## src/rtl/ft2232_tx_mux_pkg.sv

```systemverilog
// Shared definitions for the FT2232 transmit multiplexer.
//   state_e          : 2-bit FSM state encoding
//   HDR_TAG_DEFAULT  : default upper nibble of every header byte
//   len_decode()     : maps a length byte to a payload count (0 means 256)
package ft2232_tx_mux_pkg;

    localparam int unsigned BYTE_W = 8;
    localparam int unsigned REM_W  = 9;

    typedef enum logic [1:0] {
        ST_IDLE = 2'd0,
        ST_HDR  = 2'd1,
        ST_LEN  = 2'd2,
        ST_DATA = 2'd3
    } state_e;

    localparam logic [3:0] HDR_TAG_DEFAULT = 4'hA;

    // A zero length byte stands for a full 256-byte payload.
    function automatic logic [REM_W-1:0] len_decode(input logic [BYTE_W-1:0] len);
        return (len == 8'd0) ? 9'd256 : {1'b0, len};
    endfunction

endpackage

```

## src/rtl/ft2232_tx_mux_rr_arbiter.sv

```systemverilog
// Combinational round-robin arbiter.
//   req_i : request vector
//   ptr_i : index where the search starts
//   gnt_o : one-hot grant (zero when nothing requests)
//   idx_o : index of the granted requester
module rr_arbiter #(
    parameter int unsigned N     = 4,
    parameter int unsigned IDX_W = 2
) (
    input  logic [N-1:0]     req_i,
    input  logic [IDX_W-1:0] ptr_i,
    output logic [N-1:0]     gnt_o,
    output logic [IDX_W-1:0] idx_o
);

    int unsigned      cand;
    logic [IDX_W-1:0] cand_w;
    logic             found;

    // Scan from ptr upwards with wrap; first requester wins.
    always_comb begin
        gnt_o  = '0;
        idx_o  = '0;
        found  = 1'b0;
        cand   = 0;
        cand_w = '0;
        for (int unsigned k = 0; k < N; k++) begin
            cand = 32'(ptr_i) + k;
            if (cand >= N) begin
                cand = cand - N;
            end
            cand_w = IDX_W'(cand);
            if (!found && req_i[cand_w]) begin
                found         = 1'b1;
                gnt_o[cand_w] = 1'b1;
                idx_o         = cand_w;
            end
        end
    end

endmodule

```

## src/rtl/ft2232_tx_mux.sv

```systemverilog
// Multiplexes N_SRC packet sources onto one FT2232 byte stream.
// Each packet goes out as header {HDR_TAG, index}, length byte, payload.
//   clk_i, reset_i : clock, synchronous active-high reset
//   src_*          : per-source request, length, data, valid, ready
//   out_data_o/out_req_o/out_ack_i : byte handshake towards the FT2232 side
//   grant_o        : one-hot current owner, busy_o : not idle
module ft2232_tx_mux
    import ft2232_tx_mux_pkg::*;
#(
    parameter int unsigned N_SRC   = 4,
    parameter logic [3:0]  HDR_TAG = HDR_TAG_DEFAULT
) (
    input  logic                 clk_i,
    input  logic                 reset_i,
    input  logic [N_SRC-1:0]     src_req_i,
    input  logic [8*N_SRC-1:0]   src_len_i,
    input  logic [8*N_SRC-1:0]   src_data_i,
    input  logic [N_SRC-1:0]     src_valid_i,
    output logic [N_SRC-1:0]     src_ready_o,
    output logic [7:0]           out_data_o,
    output logic                 out_req_o,
    input  logic                 out_ack_i,
    output logic [N_SRC-1:0]     grant_o,
    output logic                 busy_o
);

    localparam int unsigned IDX_W = (N_SRC > 1) ? $clog2(N_SRC) : 1;

    state_e             state_q, state_d;
    logic [IDX_W-1:0]   ptr_q, ptr_d;
    logic [IDX_W-1:0]   g_q, g_d;
    logic [N_SRC-1:0]   grant_q, grant_d;
    logic [7:0]         len_q, len_d;
    logic [REM_W-1:0]   rem_q, rem_d;
    logic               ack_seen_q, ack_seen_d;

    logic [N_SRC-1:0]   arb_gnt;
    logic [IDX_W-1:0]   arb_idx;
    logic [7:0]         cur_data;
    logic               cur_valid;
    logic [7:0]         arb_len;
    logic               req_c;
    logic               xfer;

    rr_arbiter #(
        .N     (N_SRC),
        .IDX_W (IDX_W)
    ) u_arb (
        .req_i (src_req_i),
        .ptr_i (ptr_q),
        .gnt_o (arb_gnt),
        .idx_o (arb_idx)
    );

    // Byte-lane selects; {idx, 3'b000} is exactly idx*8 at the needed width.
    assign cur_data  = src_data_i[{g_q, 3'b000} +: 8];
    assign cur_valid = src_valid_i[g_q];
    assign arb_len   = src_len_i[{arb_idx, 3'b000} +: 8];

    // Request drops for one cycle after every transfer; payload also needs valid.
    assign req_c = (state_q != ST_IDLE) && !ack_seen_q &&
                   ((state_q != ST_DATA) || cur_valid);
    assign xfer  = req_c && out_ack_i;

    // Next-state logic.
    always_comb begin
        state_d    = state_q;
        ptr_d      = ptr_q;
        g_d        = g_q;
        grant_d    = grant_q;
        len_d      = len_q;
        rem_d      = rem_q;
        ack_seen_d = xfer;
        case (state_q)
            ST_IDLE: begin
                if (|src_req_i) begin
                    grant_d = arb_gnt;
                    g_d     = arb_idx;
                    len_d   = arb_len;
                    state_d = ST_HDR;
                end
            end
            ST_HDR: begin
                if (xfer) begin
                    state_d = ST_LEN;
                end
            end
            ST_LEN: begin
                if (xfer) begin
                    rem_d   = len_decode(len_q);
                    state_d = ST_DATA;
                end
            end
            ST_DATA: begin
                if (xfer) begin
                    rem_d = rem_q - 9'd1;
                    if (rem_q == 9'd1) begin
                        state_d = ST_IDLE;
                        grant_d = '0;
                        ptr_d   = (g_q == IDX_W'(N_SRC - 1)) ? '0 : g_q + IDX_W'(1);
                    end
                end
            end
            default: state_d = ST_IDLE;
        endcase
    end

    // State registers.
    always_ff @(posedge clk_i) begin
        if (reset_i) begin
            state_q    <= ST_IDLE;
            ptr_q      <= '0;
            g_q        <= '0;
            grant_q    <= '0;
            len_q      <= '0;
            rem_q      <= '0;
            ack_seen_q <= 1'b0;
        end else begin
            state_q    <= state_d;
            ptr_q      <= ptr_d;
            g_q        <= g_d;
            grant_q    <= grant_d;
            len_q      <= len_d;
            rem_q      <= rem_d;
            ack_seen_q <= ack_seen_d;
        end
    end

    // Output decode.
    always_comb begin
        out_data_o  = 8'd0;
        src_ready_o = '0;
        case (state_q)
            ST_HDR:  out_data_o = {HDR_TAG, 4'(g_q)};
            ST_LEN:  out_data_o = len_q;
            ST_DATA: begin
                out_data_o = cur_data;
                if (xfer) begin
                    src_ready_o = grant_q;
                end
            end
            default: out_data_o = 8'd0;
        endcase
    end

    assign out_req_o = req_c;
    assign grant_o   = grant_q;
    assign busy_o    = (state_q != ST_IDLE);

endmodule
```

## config.mk

```make
export PLATFORM = sky130hd
export DESIGN_NAME = ft2232_tx_mux
export DESIGN_NICKNAME = d
export VERILOG_FILES = /design/src/rtl/ft2232_tx_mux_pkg.sv /design/src/rtl/ft2232_tx_mux_rr_arbiter.sv /design/src/rtl/ft2232_tx_mux.sv
export SDC_FILE = /design/constraint.sdc
export NUM_CORES = 1
export LEC_CHECK = 0
export ABC_CLOCK_PERIOD_IN_PS = 2900
export CAP_MARGIN = 10
export CORE_ASPECT_RATIO = 0.75
export CORE_MARGIN = 8
export CORE_UTILIZATION = 42
export CTS_BUF_LIST = sky130_fd_sc_hd__clkbuf_4 sky130_fd_sc_hd__clkbuf_8
export DETAILED_ROUTE_END_ITERATION = 7
export GPL_ROUTABILITY_DRIVEN = 1
export HOLD_SLACK_MARGIN = 0.03
export PLACE_DENSITY = 0.9
export REMOVE_ABC_BUFFERS = 1
export SYNTH_ARGS = -nofsm -noshare
export SYNTH_HDL_FRONTEND = slang
export SYNTH_SLANG_ARGS = --single-unit
```

## constraint.sdc

```tcl
create_clock -name clk_i -period 2.9 [get_ports clk_i]
set_clock_uncertainty 0.1 [all_clocks]
set_input_delay 0.435 -clock clk_i [delete_from_list [all_inputs] [get_ports clk_i]]
set_output_delay 0.435 -clock clk_i [all_outputs]
set_load 0.01 [all_outputs]
```

Yosys cells after proc, flatten, opt, wreduce, memory -nomap -nowiden
Cells that the tools add are included.

Word-level logic and storage cells: 122. Output and inout port bits: 18. Register bits after elaboration: 28. Bits of input ports: 75.

Bitwise operators: 3. Multiplexer cells: 51. Equal/unequal tests: 11. Shifts and indexed selects: 2. Reduce and logical (&&, ||, !) cells: 26. Add/sub/neg operators: 9. Order comparisons: 13.

Operators by type and width (number): $shiftx 32x6->8 (2); $mux 4 (9); $mux 2 (14); $mux 9 (3); $pmux 8 s3 (1); $pmux 9 s2 (1); $lt 2x3->1 const B (5); $mux 1 (12); $ne 2x2->1 const B (6); $or 4x4->4 (3); $bmux 1 s2 (5); $logic_and 1x1->1 (10); $eq 9x1->1 const B (1); $ge 3x3->1 const B (3); $sub 9x1->9 const B (1); $demux 1 s2 (4); $ge 2x1->1 const B (4); $logic_not 8->1 (1); $pmux 2 s4 (1); $pmux 4 s2 (1); $sub 2x1->2 const B (4); $add 2x2->3 const B (2); $eq 2x2->1 const B (3); $reduce_and 3->1 (2); 12 further kinds (17).

Depth between registers and ports, before layout
Gate-level depths: netlist (run 1).

Depth after elaboration: 16. Mapped depth: 12. Gate-level depth less buffers: 8.

By module
A second synthesis (run 1) with hierarchy kept.

Cell total of the unflattened synthesis: 317. Area total of the unflattened synthesis: 2646.3 um^2.

Modules (own cells, without submodules): ft2232_tx_mux (area each 2157.1 um^2, instances 1, cells each 252, sequential area each 560.5 um^2); rr_arbiter (area each 489.2 um^2, instances 1, cells each 65, sequential area each 0.0 um^2).

Worst setup path after synthesis (run 1)
Ideal clock, no wire load.

Path kind: reg2reg. Start point: register ptr_q[0]. End point: register len_q[6]. Path buffers: 3. Arrival time: 2.664 ns. Data required time: 2.680 ns. Setup time: 0.120 ns. Period minus slack after synthesis: 2.884 ns. Stages on the path, launching flop included: 12. Slack: 0.016 ns. Cell sequence: dfxtp_1 buf_6 inv_1 ha_1 buf_2 mux4_2 and2b_1 nor3_1 buf_2 o21ai_0 a21oi_1 a211o_1.

Word-level cells in the longest chain between the ends: 15. Elaborated cells on any way between the ends: 37. Classes of those cells: add/sub: 7; order compare: 4; shift: 1; mux: 19; reduce/logical: 6.

Ends and longest elaborated chain: from (decl) (line ft2232_tx_mux.sv:30) `logic [IDX_W-1:0] ptr_q, ptr_d;`; from (signal assigned) (line ft2232_tx_mux.sv:120) `ptr_q <= ptr_d;`; branches (longest 13 deep; another with $add 2x1->3); $mux 2 (*) (line ft2232_tx_mux_rr_arbiter.sv:33) `if (!found && req_i[cand_w]) begin`; $shiftx 32x6->8 (*) (line ft2232_tx_mux.sv:58) `assign arb_len = src_len_i[{arb_idx, 3'b000} +: 8];`; to (signal assigned) (line ft2232_tx_mux.sv:123) `len_q <= len_d;`; to (decl) (line ft2232_tx_mux.sv:33) `logic [7:0] len_q, len_d;`.

Mark *: on every way between the ends. The select of a mux whose other input is x is not followed. A chain may end at the register's enable or synchronous reset.

Final worst setup path (run 1)
Start point: input port src_valid_i[2]. End point: output port src_ready_o[0].

Word-level cells in the longest chain between the ends: 7.

Ends and longest elaborated chain: from (decl) (line ft2232_tx_mux.sv:18) `input logic [N_SRC-1:0] src_valid_i,`; $bmux 1 s2 (line ft2232_tx_mux.sv:57) `assign cur_valid = src_valid_i[g_q];`; $mux 1 (implied by the code) (line ft2232_tx_mux.sv:57); $logic_or 1x1->1 (line ft2232_tx_mux.sv:62) `((state_q != ST_DATA) || cur_valid);`; $logic_and 1x1->1 (line ft2232_tx_mux.sv:61) `assign req_c = (state_q != ST_IDLE) && !ack_seen_q &&`; $logic_and 1x1->1 (line ft2232_tx_mux.sv:63) `assign xfer = req_c && out_ack_i;`; $mux 4 (line ft2232_tx_mux.sv:138) `if (xfer) begin`; $mux 4 (line ft2232_tx_mux.sv:133) `case (state_q)`; to (decl) (line ft2232_tx_mux.sv:19) `output logic [N_SRC-1:0] src_ready_o,`.

No other way between the ends. The select of a mux whose other input is x is not followed.

==> results.cfg, run 1 <==
[run_status]
outcome = complete, no violations

[sta]
post-route-period-util_pct = 98.1
period_minus_slack_ns = 2.85
drv_slew = 0
setup-violations-final = 0
setup_ws_ns = 0.0548
tightest_slew_ns = 0.574
fmax_ghz = 0.351
rsz0062_at_grt = false
max_slew_margin_pct = 61.8
hold_viol = 0

[floorplanning]
initial_core_util_pct = 43.5
io_pins = 93
die_h_um = 83.1
num_rows = 24
die_w_um = 105
core_area_sq_um = 5800
die_area_sq_um = 8760

[placement]
place_congestion = 0.888
dp_cells = 479
dpl_cell_area_sq_um = 3570
dp_hpwl_um = 6850
numPortBuffers = 92
post-place-ws_ns = -0.0341

[clock_tree]
cts_tree = built
cts_buffer_depth = 2
cts_made_buffers = 3
clock_latency_ns = 0.27
cts.htree.levels = 1
clockRootBuffer = clkbuf_8
clock-sinks = 28
path_clk_slew_ns = 0.09

[setup_path]
startpoint_type = input pin
slowest_delay_ns = 0.52
crit_fanout = 5
r2r-start = ptr_q[0]
cp_cell_sequence = clkdlybuf4s50_1, mux4_2, mux2i_2, nor2_2, and3_1, clkdlybuf4s50_1
path_class = input pin to output pin
required_ns = 2.37
cp_common_cell = clkdlybuf4s50_1
crit_path_end_kind = output pin
setup.worst_path.start = src_valid_i[2]
critical_path_arrival_ns = 2.31
cp_slowest_cell = mux4_2

[cells_and_area]
drive_gt1_share_pct = 11.9
n_antenna_cell = 0
layout.cells.non_filler = 483
fin_util_pct = 62.7
final_cell_mix = clkdlybuf4s50_1 (92), nor2_1 (32), a21oi_1 (29)
postLayoutCellArea_sq_um = 3630
fill_cells = 486
final_common_cell = clkdlybuf4s50_1
layout.nets = 497
syn2layout_area_growth_pct = 44.2

[pwr]
vdd_drop_max_uv = 250
total_power_uw = 1640
power-per-cell-area_nw_per_um2 = 452
p_leak_uw = 0.00141

[synth]
ys.flop_type = dfxtp_1
synth-edff-count = 0
async_flop_share_pct = 0
syn_area_sq_um = 2520
seq_area_frac_synth_pct = 22.2
yosysTopAreaCell = dfxtp_1
ys_types = 51
yosys_warnings = 0
synth.avg_cell_area_sq_um = 8.10
synth_top_cell_area_share_pct = 22.2
syn_inst = 311
synth.area.top_cells = dfxtp_1 (22%), mux4_2 (9.8%), ha_1 (7.4%), a21oi_1 (5.8%), nor2_1 (4.9%)
ys_seq_elements = 28

[hold_path]
hold_class = flip-flop to flip-flop
hold_start = rem_q[7]

[grt]
grt_pass1_wl_um = 14100
track_usage_pct = 18.9
grt.overflow.total = 0
antenna_found_initial = 0
grt_max_degree = 26
grt_pass1_vias = 2809

[drt]
first_pass_iters = 6
wirelength_um = 8820
drc = 0
drtAntennaViolNets = 0
drt-initial-drc-count = 297
vias_per_cell = 6.01
dr_total_vias = 2902
drt-wirelength-per-cell_um = 18.3

[run]
drv_cap = 0
repair_timing:
item / CTS / global route
setup endpoints to repair: 0 / 5
setup buffers: 0 / 1
gates resized for setup: 0 / 3
hold buffers: 0 / 0
logic make-up after synthesis:
kind of cell / count (synthesis) / synth area share [%]
simple gates: 107 / 20.9
flops: 28 / 22.2
fa+ha+maj: 15 / 7.45
buf+inv: 36 / 7.20
mux: 25 / 16.0
compound gates: 100 / 26.2
state kept, by name (all words and copies together), names as in the netlist:
| name | flops |
|---|---|
| len_q | 8 |
| ptr_q | 2 |
| g_q | 2 |
| ack_seen_q | 1 |
| state_q | 2 |
| grant_o | 4 |
| rem_q | 9 |
Yosys cell counts (9+ instances only):
library cell / number
a21oi_1: 29
inv_1: 10
nor3_1: 9
a22oi_1: 11
mux2i_1: 10
dfxtp_1: 28
ha_1: 15
nand3_1: 19
o21ai_0: 20
mux4_2: 11
nand2_1: 19
clkbuf_1: 12
nor2_1: 33
power by group:
group / switching (uW) / leakage [uW] / internal (uW)
Sequential: 91.0 / 0.000228 / 454
Clock: 120 / 0.0000216 / 93.4
Combinational: 423 / 0.00116 / 460
Total: 634 / 0.00141 / 1010
final cells by class:
type / count / area, sq um / share of cell area [%]
clock buffer: 3 / 41.3 / 1.14
inverter: 10 / 37.5 / 1.03
multi-input combinational: 247 / 1780 / 49.1
sequential: 28 / 561 / 15.4
tap: 78 / 97.6 / 2.69
timing repair buffer: 117 / 1110 / 30.6
stage by stage:
| stage | hold slack (ns) | TNS [ns] |
|---|---|---|
| 6_report | 0.406 | 0 |
| 3_3_place_gp | 0.366 | 0 |
| 5_1_grt | 0.430 | 0 |
| 2_1_floorplan | 0.349 | -3.33 |
| 4_1_cts | 0.402 | 0 |
| 3_5_place_dp | 0.387 | -0.131 |
path summary, 6_finish.rpt:
kind / end / slack (ns) / cells past startpoint
worst max-delay path: src_ready_o[0] / 0.05 / 6
worst min-delay path: rem_q[7] / 0.41 / 1
worst max register to register: len_q[3] / 0.14 / 8
worst min register to register: rem_q[7] / 0.41 / 1
critical path, delay by kind of cell:
kind                   cells  cell delay [ns]
buffers and inverters      2             0.90
muxes                      2             0.71
and+or+nand+nor            2             0.28
layer usage:
| layer | global-route usage (%) | share of wire (%) |
|---|---|---|
| met5 | 0 | 0 |
| met4 | 2.97 | 1.1 |
| met3 | 4.09 | 7.7 |
| met2 | 30.8 | 46 |
| met1 | 25.3 | 45 |
Power figures use the tool's default switching activity.
==> run 2, diff against run 1 <==
--- a/config.mk
+++ b/config.mk
@@ -6,7 +6,7 @@
 export NUM_CORES = 1
 export LEC_CHECK = 0
 export ABC_CLOCK_PERIOD_IN_PS = 2900
-export CAP_MARGIN = 10
+export CAP_MARGIN = 20
 export CORE_ASPECT_RATIO = 0.75
 export CORE_MARGIN = 8
 export CORE_UTILIZATION = 42
==> results of run 2 <==
Final layout, timing and power as in run 1 (identical DEF).
